File: src/rtl/execute_div_result.sv
// Result stage for DIV/IDIV/AAM: waits on the divider, holds the formatted
// EAX/EDX/flags result for writeback, or raises #DE on a divider exception.

`ifndef CMD_DIV
`define CMD_DIV  7'd49
`endif
`ifndef CMD_IDIV
`define CMD_IDIV 7'd50
`endif
`ifndef CMD_AAM
`define CMD_AAM  7'd51
`endif

module execute_div_result #(
    parameter logic [7:0] DE_VECTOR = 8'd0
) (
    input  logic        clk,
    input  logic        rst_n,
    input  logic        exe_reset,
    input  logic        exe_start,
    input  logic [6:0]  exe_cmd,
    input  logic        exe_is_8bit,
    input  logic        exe_operand_16bit,
    input  logic        exe_operand_32bit,
    input  logic [31:0] eax,
    input  logic [31:0] edx,
    input  logic        div_busy,
    input  logic        exe_div_exception,
    input  logic [31:0] div_result_quotient,
    input  logic [31:0] div_result_remainder,
    input  logic        wr_ready,
    input  logic        exc_ack,
    output logic        busy,
    output logic        exe_ready,
    output logic        wr_valid,
    output logic [31:0] wr_eax,
    output logic [31:0] wr_edx,
    output logic        wr_edx_en,
    output logic        wr_flags_en,
    output logic        wr_sf,
    output logic        wr_zf,
    output logic        wr_pf,
    output logic        exc_valid,
    output logic [7:0]  exc_vector,
    output logic [1:0]  state_dbg
);

    // Writeback handshake: wr_valid holds the result stable until a cycle with
    // wr_valid & wr_ready; that cycle is the transfer and exe_ready pulses in it.
    typedef enum logic [1:0] {IDLE, WAIT, HOLD, EXC} state_t;

    state_t state, state_nxt;

    logic        is_aam_q, is_8bit_q, is_32bit_q;
    logic [15:0] eax_hi_q, edx_hi_q;
    logic [31:0] res_eax_q, res_edx_q;
    logic        res_edx_en_q, res_flags_en_q, res_sf_q, res_zf_q, res_pf_q;

    logic [31:0] fmt_eax, fmt_edx;
    logic        fmt_edx_en, fmt_flags_en, fmt_sf, fmt_zf, fmt_pf;
    logic [7:0]  al;
    logic        start_accept, capture;

    // Only the upper halves of EAX/EDX survive into the merged result.
    logic unused_low_halves;
    assign unused_low_halves = ^{eax[15:0], edx[15:0]};

    assign start_accept = (state == IDLE) && exe_start && !exe_reset;
    assign capture      = (state == WAIT) && !exe_div_exception && !div_busy && !exe_reset;

    always_comb begin
        al           = div_result_remainder[7:0];
        fmt_eax      = 32'd0;
        fmt_edx      = 32'd0;
        fmt_edx_en   = 1'b0;
        fmt_flags_en = 1'b0;
        fmt_sf       = 1'b0;
        fmt_zf       = 1'b0;
        fmt_pf       = 1'b0;
        if (is_aam_q) begin
            fmt_eax      = {eax_hi_q, div_result_quotient[7:0], al};
            fmt_flags_en = 1'b1;
            fmt_sf       = al[7];
            fmt_zf       = (al == 8'd0);
            fmt_pf       = ~^al;
        end else if (is_8bit_q) begin
            fmt_eax = {eax_hi_q, al, div_result_quotient[7:0]};
        end else if (is_32bit_q) begin
            fmt_eax    = div_result_quotient;
            fmt_edx    = div_result_remainder;
            fmt_edx_en = 1'b1;
        end else begin
            fmt_eax    = {eax_hi_q, div_result_quotient[15:0]};
            fmt_edx    = {edx_hi_q, div_result_remainder[15:0]};
            fmt_edx_en = 1'b1;
        end
    end

    always_ff @(posedge clk or negedge rst_n) begin
        if (!rst_n) begin
            state <= IDLE;
        end else begin
            state <= state_nxt;
        end
    end

    // Exception is tested before busy so a late overflow never reaches HOLD.
    always_comb begin
        state_nxt = state;
        if (exe_reset) begin
            state_nxt = IDLE;
        end else begin
            case (state)
                IDLE: if (exe_start) state_nxt = WAIT;
                WAIT: begin
                    if (exe_div_exception) state_nxt = EXC;
                    else if (!div_busy)    state_nxt = HOLD;
                end
                HOLD: if (wr_ready)  state_nxt = IDLE;
                EXC:  if (exc_ack)   state_nxt = IDLE;
                default: state_nxt = IDLE;
            endcase
        end
    end

    always_ff @(posedge clk or negedge rst_n) begin
        if (!rst_n) begin
            is_aam_q       <= 1'b0;
            is_8bit_q      <= 1'b0;
            is_32bit_q     <= 1'b0;
            eax_hi_q       <= 16'd0;
            edx_hi_q       <= 16'd0;
            res_eax_q      <= 32'd0;
            res_edx_q      <= 32'd0;
            res_edx_en_q   <= 1'b0;
            res_flags_en_q <= 1'b0;
            res_sf_q       <= 1'b0;
            res_zf_q       <= 1'b0;
            res_pf_q       <= 1'b0;
        end else begin
            if (start_accept) begin
                is_aam_q   <= (exe_cmd == `CMD_AAM);
                is_8bit_q  <= exe_is_8bit;
                is_32bit_q <= exe_operand_32bit && !exe_operand_16bit;
                eax_hi_q   <= eax[31:16];
                edx_hi_q   <= edx[31:16];
            end
            if (capture) begin
                res_eax_q      <= fmt_eax;
                res_edx_q      <= fmt_edx;
                res_edx_en_q   <= fmt_edx_en;
                res_flags_en_q <= fmt_flags_en;
                res_sf_q       <= fmt_sf;
                res_zf_q       <= fmt_zf;
                res_pf_q       <= fmt_pf;
            end
        end
    end

    always_comb begin
        busy        = (state != IDLE);
        wr_valid    = (state == HOLD);
        exe_ready   = (state == HOLD) && wr_ready && !exe_reset;
        wr_eax      = wr_valid ? res_eax_q      : 32'd0;
        wr_edx      = wr_valid ? res_edx_q      : 32'd0;
        wr_edx_en   = wr_valid && res_edx_en_q;
        wr_flags_en = wr_valid && res_flags_en_q;
        wr_sf       = wr_valid && res_sf_q;
        wr_zf       = wr_valid && res_zf_q;
        wr_pf       = wr_valid && res_pf_q;
        exc_valid   = (state == EXC);
        exc_vector  = exc_valid ? DE_VECTOR : 8'd0;
        state_dbg   = state;
    end

endmodule

File: config.mk
export PLATFORM = sky130hd
export DESIGN_NAME = execute_div_result
export DESIGN_NICKNAME = d
export VERILOG_FILES = /design/src/rtl/execute_div_result.sv
export SDC_FILE = /design/constraint.sdc
export NUM_CORES = 1
export LEC_CHECK = 0
export BUFFER_PORTS_ARGS = -buffer_cell sky130_fd_sc_hd__buf_2
export CORE_UTILIZATION = 52
export DETAILED_ROUTE_END_ITERATION = 16
export PLACE_DENSITY = 0.86
export SLEW_MARGIN = 20
export SYNTH_ARGS = -nofsm -noshare
export SYNTH_HDL_FRONTEND = slang
export SYNTH_SLANG_ARGS = --single-unit
File: constraint.sdc
create_clock -name clk -period 3.65 [get_ports clk]
set_input_delay 0 -clock clk [delete_from_list [all_inputs] [get_ports clk]]
set_output_delay 0 -clock clk [all_outputs]
set_load 0.02 [all_outputs]
* Word level (Yosys, flattened, before mapping) *
Index checks and enable logic that the tools add are counted.

word-level totals
  output and inout bits = 83
  bits in registers = 106
  bits of input ports = 146
  word-level logic and storage cells = 64

cells by class
  equality and inequality tests = 8
  reduce and logical (&&, ||, !) cells = 22
  muxes and demuxes = 21

operator list
  cell                  count
  $mux W32              8
  $logic_and A1 B1 Y1   13
  $mux W2               6
  $ne A3 B3 Y1 const B  3
  $logic_not A8 Y1      1
  $pmux W2 S4           1
  $reduce_xnor A8 Y1    1
  $eq A7 B6 Y1 const B  1
  $mux W1               6
  $eq A2 B2 Y1 const B  2
  $logic_not A1 Y1      4
  $ne A4 B4 Y1 const B  1
  $reduce_and A4 Y1     1
  $eq A2 B1 Y1 const B  1
  $logic_not A2 Y1      1
  $reduce_bool A2 Y1    1

* Longest topological paths before layout *
Gate-level depths: netlist of run 1.

  depth after elaboration = 4
  gate-level depth with buffers = 6
  depth with buffers taken out = 5

* Worst setup path before layout of run 1 *
OpenSTA, ideal clock, no wires.

  kind = register to register
  from = register state[1] (netlist: state_dbg[1])
  to = register eax_hi_q[0]
  data required time = 3525 ps
  period minus slack after synthesis = 1692 ps
  data arrival time = 1567 ps
  stages on the path, launching flop included = 6
  buffers on the path = 3
  setup time = 125 ps
  slack = 1958 ps
  cell sequence = dfrtp_1 buf_2 nor4b_2 buf_4 buf_4 mux2_2

between the ends
  word-level cells in the longest chain between the ends = 3

RTL lines
  what                               line  RTL
  from (decl)                        52    state_t state, state_nxt;
  from (signal assigned)             103   state <= state_nxt;
  $logic_not A2 Y1                   68    assign start_accept = (state == IDLE) && exe_start && !exe_reset;
  $logic_and A1 B1 Y1 (2 in series)  68
  to (signal assigned)               145   eax_hi_q <= eax[31:16];
  to (decl)                          55    logic [15:0] eax_hi_q, edx_hi_q;

No other way between the ends.
A chain may end at the register's enable or synchronous reset.

* Worst setup path in the final report of run 1 *
  from = register state[0] (netlist: state_dbg[0])
  to = register state[0] (netlist: state_dbg[0])

between the ends
  word-level cells in the longest chain between the ends = 3
  elaborated cells between the ends (all ways) = 11
  those cells by class = eq/ne (7); mux (2); reduce/logical (2)

RTL lines
  what                                                           line  RTL
  $eq A2 B1 Y1 (tied with other cells)                           113   case (state)
  $ne A4 B4 Y1 (no source line) (tied with other cells)          n/a
  $reduce_and A4 Y1 (no source line) or $mux W2 (tied branches)  n/a

Several ways; a longest one is shown, not always the timed one.

==> flow_summary.json, run 1 <==
{
  "synthMuxAreaShare_pct": 20.9,
  "gp_congestion": 0.783,
  "min_period_over_period_pct": 65.6,
  "n_fill_cell": 667,
  "skew_ns": 0.0101,
  "drive_gt1_share_pct": 36.7,
  "io_pins": 229,
  "reg2reg_from": "state_dbg[0]",
  "worstSetupStartpointType": "register",
  "hpwlAfterDp_um": 8920,
  "rows": 37,
  "track_usage_pct": 28.9,
  "synth_compound_area_share_pct": 9.53,
  "critical_path_class": "register to register",
  "dp_slack_ns": 1.49,
  "final_cells": 886,
  "setup_viol": 0,
  "synth_cell_types": 38,
  "grt_pass1_vias": 5055,
  "clock_sinks": 106,
  "syn_avg_cell_area_um2": 11.1,
  "die_w_um": 105,
  "cts_buffers": 9,
  "ys_seq_area_share_pct": 47.9,
  "synthArstFlopShare_pct": 100,
  "hold_viol_final": 0,
  "wl_per_cell_um": 17.4,
  "drc_errors": 0,
  "fp.coreArea_um2": 10300,
  "hp-class": "primary input to register",
  "yosysTopAreaCell": "dfrtp_1",
  "vdd_drop_max_mv": 0.335,
  "rsz0062_at_grt": "false",
  "route.vias.total": 4841,
  "ant_nets": 0,
  "synth_top_area_share_pct": 47.9,
  "finalCriticalPeriod_ns": 2.39,
  "required_ns": 3.90,
  "ys_ff_latch": 106,
  "dominantRegCellSynth": "dfrtp_1",
  "synth_edf_count": 0,
  "grt_pass1_wl_um": 24800,
  "cts_root_buf": "clkbuf_8",
  "crit_path_end_kind": "register",
  "initial_core_util_pct": 53.6,
  "syn_to_final_growth_pct": 36.1,
  "holdWs_ns": 0.00346,
  "synth_cells": 497,
  "critical_path.startpoint": "state_dbg[0]",
  "synth_area_leaders": "dfrtp_1 (48%), mux2i_1 (8.7%), mux2_2 (7.9%)",
  "cts_tree": "yes",
  "synth_top_family_by_area": "multiplexers",
  "cp_max_fo": 66,
  "dp_cells": 784,
  "grt_max_degree": 84,
  "die_h_um": 105,
  "numPortBuffers": 188,
  "insertion_delay_ns": 0.37,
  "antenna_found_initial": 1,
  "setup_ws_ns": 1.26,
  "cts.reportedPaths.clkPinSlew_ns": 0.10,
  "yosys.area_share.simple_pct": 14.1,
  "max-slew-margin-rel_pct": 32.1,
  "synth_area_um2": 5540,
  "worstMarginPinSlew_ns": 1.02,
  "cts-htree-levels": 3,
  "drt_first_pass_iters": 5,
  "min-delay-start": "div_result_remainder[28]",
  "cap_viol_max_count": 0,
  "drv_slew": 0,
  "outcome": "finished, final reports clean",
  "synth_xor_area_share_pct": 0.474,
  "wl_um": 15400,
  "yosys.area_share.adder_pct": 0.904,
  "power_density_nw_per_um2": 471,
  "worstPathArrival_ns": 2.65,
  "die_area_um2": 11100,
  "setup_tns_ns": 0,
  "ys_warn_count": 0,
  "drt-initial-drc-count": 254,
  "yosysMostFrequentCell": "dfrtp_1",
  "utilization_pct": 73.0,
  "cts_buffer_depth": 2,
  "p_leak_uw": 0.00371,
  "ys_top_cells_by_count": "dfrtp_1 (106), and2_1 (70), mux2i_1 (48), mux2_2 (39), a21oi_1 (26)",
  "grt_overflow_total": 0,
  "nNetsFinal": 894,
  "fmax_ghz": 0.418,
  "via_per_inst": 5.46
}
-- flip-flops by register name, summed over array words and instances, names as in the netlist --
name / flops
eax_hi_q: 16
state_dbg: 2
res_edx_q: 32
is_8bit_q: 1
res_sf_q: 1
res_edx_en_q: 1
res_pf_q: 1
is_32bit_q: 1
is_aam_q: 1
edx_hi_q: 16
res_flags_en_q: 1
res_zf_q: 1
res_eax_q: 32
-- cells by family (layout without fill, tap and decap cells) --
family	count (synthesis)	in the layout
buf+inv	62	307
xor+xnor	3	3
simple gates	133	133
mux	108	108
compound gates	80	80
fa+ha+maj	4	4
flops	106	106
other cells	1	9
-- routing by layer --
layer / track usage [%] / wire [µm] / vias to the layer above
met1: 31.5 / 5910 / 2385
li1: - / - / 2201
met4: 14.5 / 623 / 0
met2: 53.7 / 8090 / 207
met3: 4.99 / 771 / 48
met5: 0 / 0 / -
-- cell type report --
class	instances	area [µm²]	area share [%]
tap	136	170	2.26
timing repair buffer	280	1860	24.7
clock inverter	4	50.0	0.664
inverter	11	41.3	0.548
antenna	1	2.50	0.0332
sequential	106	2650	35.2
multi-input combinational	336	2600	34.5
clock buffer	12	155	2.06
-- power breakdown --
group          internal, µW  switching (µW)
combinational           533             486
sequential             1540             238
clock                   354             394
-- worst paths after layout --
path,end,slack [ns],cells after the start
max,state_dbg[0],1.26,5
min reg2reg,res_edx_q[3],0.49,1
max reg2reg,state_dbg[0],1.26,5
min,res_edx_q[28],0.003,4
max in group asynchronous,res_eax_q[3],2.59,3
min in group asynchronous,res_edx_q[28],0.23,2
-- repair_timing --
item,4_1_cts,5_1_grt
buffers inserted,0,0
hold buffers,85,0
resized for setup,0,0
endpoints found under the hold margin,170,0
-- stage by stage --
stage	instance area, µm²	total power (µW)
after CTS	7530	3520
after floorplan	5560	2410
final	7540	3550
after detailed placement	6470	2710
after global routing	7540	3750
after global placement	6450	2630
-- cells in the final DEF (no fill, tap or decap), types with 2 or more instances in the layout --
| master | n |
|---|---|
| a31oi_1 | 24 |
| dfrtp_1 | 106 |
| buf_4 | 6 |
| dlygate4sd3_1 | 85 |
| nand4_1 | 16 |
| a21oi_1 | 26 |
| nand3_1 | 2 |
| or2_2 | 2 |
| nor2_1 | 18 |
| xnor2_1 | 2 |
| nand3b_1 | 2 |
| conb_1 | 8 |
| inv_1 | 11 |
| clkinvlp_4 | 2 |
| a21bo_2 | 17 |
| mux2_2 | 39 |
| mux2i_1 | 48 |
| clkbuf_8 | 11 |
| nand2_1 | 12 |
| ha_1 | 4 |
| mux2_1 | 21 |
| and2_1 | 70 |
| o21ai_0 | 9 |
| buf_2 | 187 |
-- worst max-delay path, stage by stage, from the launching register on --
cell	delay, ns
dfrtp_1	0.59
nor3b_4	0.28
buf_4	0.57
or3_1	0.22
a21oi_1	0.06
dlygate4sd3_1	0.55
(Power assumes the default switching activity.)
==> inputs of run 2 (changes only) <==
Settings changed: CORE_UTILIZATION 52 to 49, PLACE_DENSITY 0.86 to 0.81.
Clock period 3.65 ns to 2.25 ns, I/O delays scaled along.
==> flow_summary.json, run 2 (synthesis results as in run 1) <==
{
  "min_period_over_period_pct": 94.9,
  "track_usage_pct": 26.2,
  "cts_root_buf": "clkbuf_16",
  "grt_pass1_vias": 4799,
  "cts-htree-levels": 3,
  "vdd_drop_max_mv": 0.559,
  "place_area_um2": 6550,
  "die_h_um": 108,
  "via_per_inst": 5.29,
  "die_w_um": 108,
  "utilization_pct": 68.5,
  "p_leak_uw": 0.00370,
  "finalCriticalPeriod_ns": 2.14,
  "n_fill_cell": 793,
  "syn_to_final_growth_pct": 35.2,
  "route.vias.total": 4610,
  "fin_area_um2": 7490,
  "layout_commonest_cell": "buf_2",
  "cp_max_fo": 32,
  "io_pins": 229,
  "hold_viol_final": 0,
  "ant_nets": 0,
  "fp.coreArea_um2": 10900,
  "crit_path_end_kind": "register",
  "worstSetupStartpointType": "register",
  "drv_slew": 0,
  "rows": 38,
  "cts_buffer_depth": 2,
  "gp_congestion": 0.824,
  "skew_ns": 0.00699,
  "cts_buffers": 9,
  "cts.reportedPaths.clkPinSlew_ns": 0.07,
  "layout_common_cells": "buf_2 (187), dfrtp_1 (106), and2_1 (70)",
  "critical_path_class": "register to register",
  "wl_um": 14600,
  "drc_errors": 0,
  "clock_sinks": 106,
  "worstMarginPinSlew_ns": 0.699,
  "worstPathArrival_ns": 2.35,
  "rsz0062_at_grt": "false",
  "cap_viol_max_count": 0,
  "fmax_ghz": 0.468,
  "max-slew-margin-rel_pct": 53.3,
  "hpwlAfterDp_um": 9410,
  "grt_pass1_wl_um": 23400,
  "holdWs_ns": 0.0107,
  "setup_tns_ns": 0,
  "drive_gt1_share_pct": 38.3,
  "hp-class": "primary input to register",
  "initial_core_util_pct": 50.6,
  "setup_viol": 0,
  "total_power_uw": 6110,
  "required_ns": 2.47,
  "outcome": "finished, final reports clean",
  "nNetsFinal": 876,
  "insertion_delay_ns": 0.34,
  "wl_per_cell_um": 16.8,
  "cts_tree": "yes",
  "grt_overflow_total": 0,
  "die_area_um2": 11700,
  "top_regs": "res_eax_q: 32 flops, res_edx_q: 32 flops",
  "grt_max_degree": 66,
  "drt-initial-drc-count": 291,
  "antenna_found_initial": 1,
  "power_density_nw_per_um2": 816,
  "drt_first_pass_iters": 5,
  "numPortBuffers": 188
}
==> run 2: worst max-delay path: stages (launching register included) <==
cell and delay, ns:
dfrtp_1 0.58, nor3b_4 0.34, buf_6 0.29, or3_1 0.15
a21oi_1 0.07, dlygate4sd3_1 0.57
==> run 2: layout make-up <==
cell class                 count  area [µm²]  share of cell area [%]
antenna                        1        2.50                  0.0334
sequential                   106        2650                    35.4
timing repair buffer         262        1710                    22.8
clock buffer                  12         256                    3.43
inverter                      11        41.3                   0.551
clock inverter                 4        50.0                   0.668
multi-input combinational    336        2600                    34.8
tap                          140         175                    2.34
==> run 2: what timing repair did <==
item / CTS / global route
gates resized for setup: 0 / 1
endpoints found under the hold margin: 98 / 0
hold buffers: 62 / 0
buffers inserted: 0 / 0
setup endpoints to repair: 0 / 1
==> run 2: stage by stage <==
step / instances / setup WS (ns)
2_1_floorplan: 504 / 0.558
3_3_place_gp: 793 / 0.534
3_5_place_dp: 793 / 0.451
4_1_cts: 871 / 0.0692
5_1_grt: 871 / 0.0370
6_report: 872 / 0.115
==> run 2: per-layer routing <==
metal | GRT usage, % | wire [µm] | part of all wire (%) | up-vias
met4 | 12.2 | 352 | 2.4 | 0
met1 | 30.3 | 5680 | 39 | 2246
met3 | 4.70 | 849 | 5.8 | 29
li1 | - | - | - | 2168
met2 | 47.0 | 7770 | 53 | 167
met5 | 0 | 0 | 0 | -
==> run 2: path summary, 6_finish.rpt <==
path	start	endpoint	slack, ns	cells past startpoint
worst max-delay path	state_dbg[0]	state_dbg[0]	0.11	5
worst min-delay path	div_result_remainder[15]	res_edx_q[15]	0.01	3
worst max register to register	state_dbg[0]	state_dbg[0]	0.11	5
worst min register to register	res_edx_q[2]	res_edx_q[2]	0.48	1
max in group asynchronous	rst_n	res_eax_q[21]	1.32	3
min in group asynchronous	rst_n	edx_hi_q[11]	0.19	2
==> run 2: report_power, final <==
part | switching (µW) | internal (µW) | total (µW)
clock network | 679 | 922 | 1600
registers | 322 | 2500 | 2830
logic | 825 | 858 | 1680
==> inputs of run 3 (changes only) <==
Settings changed: ABC_AREA set to 1.
==> flow_summary.json, run 3 <==
{
  "power_density_nw_per_um2": 1020,
  "post-cts-setup-buffer-count": 0,
  "fin_area_um2": 7770,
  "rows": 39,
  "gp_congestion": 0.812,
  "clock_sinks": 106,
  "via_per_inst": 4.86,
  "ys_seq_area_share_pct": 46.4,
  "ys_ff_latch": 106,
  "antenna_found_initial": 0,
  "synth_area_um2": 5720,
  "final_cells": 1175,
  "fmax_ghz": 0.496,
  "dp_cells": 1084,
  "cp_max_fo": 26,
  "n_antenna_cell": 0,
  "ys_top_cells_by_count": "nand2_1 (243), inv_1 (133), dfrtp_1 (106), nor2_1 (79), o21ai_0 (63)",
  "min-delay-start": "div_result_remainder[29]",
  "top_regs": "res_eax_q: 32 flops, res_edx_q: 32 flops",
  "worstSetupStartpointType": "register",
  "syn_to_final_growth_pct": 35.8,
  "cts_root_buf": "clkbuf_16",
  "reg2reg_from": "state_dbg[1]",
  "cts_buffer_depth": 2,
  "route.vias.total": 5710,
  "place_area_um2": 6750,
  "grt_pass1_vias": 5328,
  "drt_first_pass_iters": 7,
  "ant_nets": 0,
  "synth_cell_types": 24,
  "vdd_drop_max_mv": 0.554,
  "crit_path_end_kind": "register",
  "cts_buffers": 9,
  "p_leak_uw": 0.00432,
  "cts-htree-levels": 3,
  "setup_tns_ns": 0,
  "hp-class": "primary input to register",
  "fp.coreArea_um2": 11400,
  "synthArstFlopShare_pct": 100,
  "worstPathArrival_ns": 2.27,
  "die_w_um": 110,
  "cts.reportedPaths.clkPinSlew_ns": 0.07,
  "grt_max_degree": 51,
  "numPortBuffers": 188,
  "ys_warn_count": 0,
  "hold_viol_final": 0,
  "die_area_um2": 12100,
  "finalCriticalPeriod_ns": 2.02,
  "power_switching_uw": 3210,
  "skew_ns": 0.00422,
  "grt_pass1_wl_um": 24400,
  "rsz0062_at_grt": "false",
  "dominantRegCellSynth": "dfrtp_1",
  "synth_cells": 778,
  "sw_frac_of_total_pct": 40.6,
  "grt_overflow_total": 0,
  "n_fill_cell": 946,
  "layout_commonest_cell": "nand2_1",
  "critical_path.startpoint": "state_dbg[1]",
  "drv_slew": 0,
  "synth_top_area_share_pct": 46.4,
  "setup_viol": 0,
  "power_frac_clock_pct": 17.8,
  "required_ns": 2.50,
  "comb_power_share_pct": 42.1,
  "track_usage_pct": 26.6,
  "drc_errors": 0,
  "p_int_uw": 4690,
  "cts_tree": "yes",
  "drive_gt1_share_pct": 25.9,
  "syn_avg_cell_area_um2": 7.35,
  "min_period_over_period_pct": 89.6,
  "layout_common_cells": "nand2_1 (242), buf_2 (187), inv_1 (133)",
  "cap_viol_max_count": 0,
  "yosysTopAreaCell": "dfrtp_1",
  "wl_um": 16100,
  "critical_path_class": "register to register",
  "nNetsFinal": 1178,
  "initial_core_util_pct": 50.1,
  "seq_power_share_pct": 40.1,
  "synth_edf_count": 0,
  "synth_area_leaders": "dfrtp_1 (46%), nand2_1 (16%), inv_1 (8.7%)",
  "yosysMostFrequentCell": "nand2_1",
  "hpwlAfterDp_um": 10000,
  "insertion_delay_ns": 0.34,
  "io_pins": 229,
  "outcome": "finished, final reports clean",
  "wl_per_cell_um": 13.7,
  "drt-initial-drc-count": 519,
  "die_h_um": 110
}
==> run 3: cell types whose count changed after synthesis, moves of 24 or more <==
cell     before  now
a31oi_1      24    0
and2_1       70    0
mux2i_1      48    0
inv_1        11  133
o21ai_0       9   63
nand3_1       2   46
nor2_1       20   79
nand2_1      12  243
a21oi_1      26    0
mux2_2       39    0
==> run 3: per-layer routing <==
layer | track usage (%) | wire length, µm | vias up | part of all wire, %
met5 | 0 | 0 | - | 0
met4 | 11.1 | 371 | 0 | 2.3
li1 | - | - | 2821 | -
met1 | 32.3 | 6650 | 2599 | 41
met2 | 47.1 | 8020 | 257 | 50
met3 | 3.88 | 1110 | 33 | 6.8
==> run 3: worst max-delay path, stage by stage (launching register included) <==
cell	delay, ns
dfrtp_1	0.44
nor2_2	0.22
nand2_1	0.13
inv_2	0.33
nand3b_1	0.14
dlygate4sd3_1	0.58
o21ai_0	0.08
==> run 3: logic make-up (layout without fill, tap and decap cells) <==
logic type               Yosys count  in the layout  synth area share (%)
other                              1              8                0.0656
AO/OA/AOI/OAI                     84             84                  8.66
flip-flops                       106            106                  46.4
buffers and inverters            186            433                  14.2
adder cells (fa/ha/maj)            4              4                 0.875
AND/OR/NAND/NOR                  397            397                  29.8
==> run 3: final timing paths <==
| check | to | cells after the start | slack [ns] |
|---|---|---|---|
| hold / removal | res_edx_q[29] | 5 | 0.006 |
| setup / recovery | is_32bit_q | 6 | 0.23 |
| min in group asynchronous | res_edx_q[11] | 2 | 0.14 |
| setup reg to reg | is_32bit_q | 6 | 0.23 |
| hold reg to reg | edx_hi_q[14] | 2 | 0.48 |
| max in group asynchronous | eax_hi_q[2] | 3 | 1.41 |
==> run 3: area by class of cell <==
cell class	instances	area [µm²]	area share [%]
multi-input combinational	493	2290	29.5
timing repair buffer	279	1870	24.0
clock buffer	12	236	3.04
inverter	139	523	6.73
tap	143	179	2.30
clock inverter	3	17.5	0.226
sequential	106	2650	34.1
==> run 3: power by group through the flow <==
stage | clock network [µW] | logic, µW | registers (µW)
global placement | 0 | 3110 | 3150
detailed placement | 0 | 3180 | 3190
global route | 1510 | 3770 | 3260
floorplan | 0 | 2350 | 3080
finish | 1400 | 3320 | 3170
CTS | 1430 | 3310 | 3160
==> run 3: repair_timing <==
action                    CTS  global route
hold buffers               76             0
hold endpoints to repair  101             0
resized for setup           0             0
==> run 3: per-stage QoR <==
step	util (%)	setup slack [ns]	hold slack, ns	power, µW
floorplan	-	0.892	-0.296	5430
global placement	59.1	0.653	-0.0385	6250
detailed placement	59.1	0.617	-0.0370	6380
CTS	68.0	0.257	0.000588	7900
global route	68.0	0.0877	0.0211	8540
finish	68.0	0.234	0.00628	7900
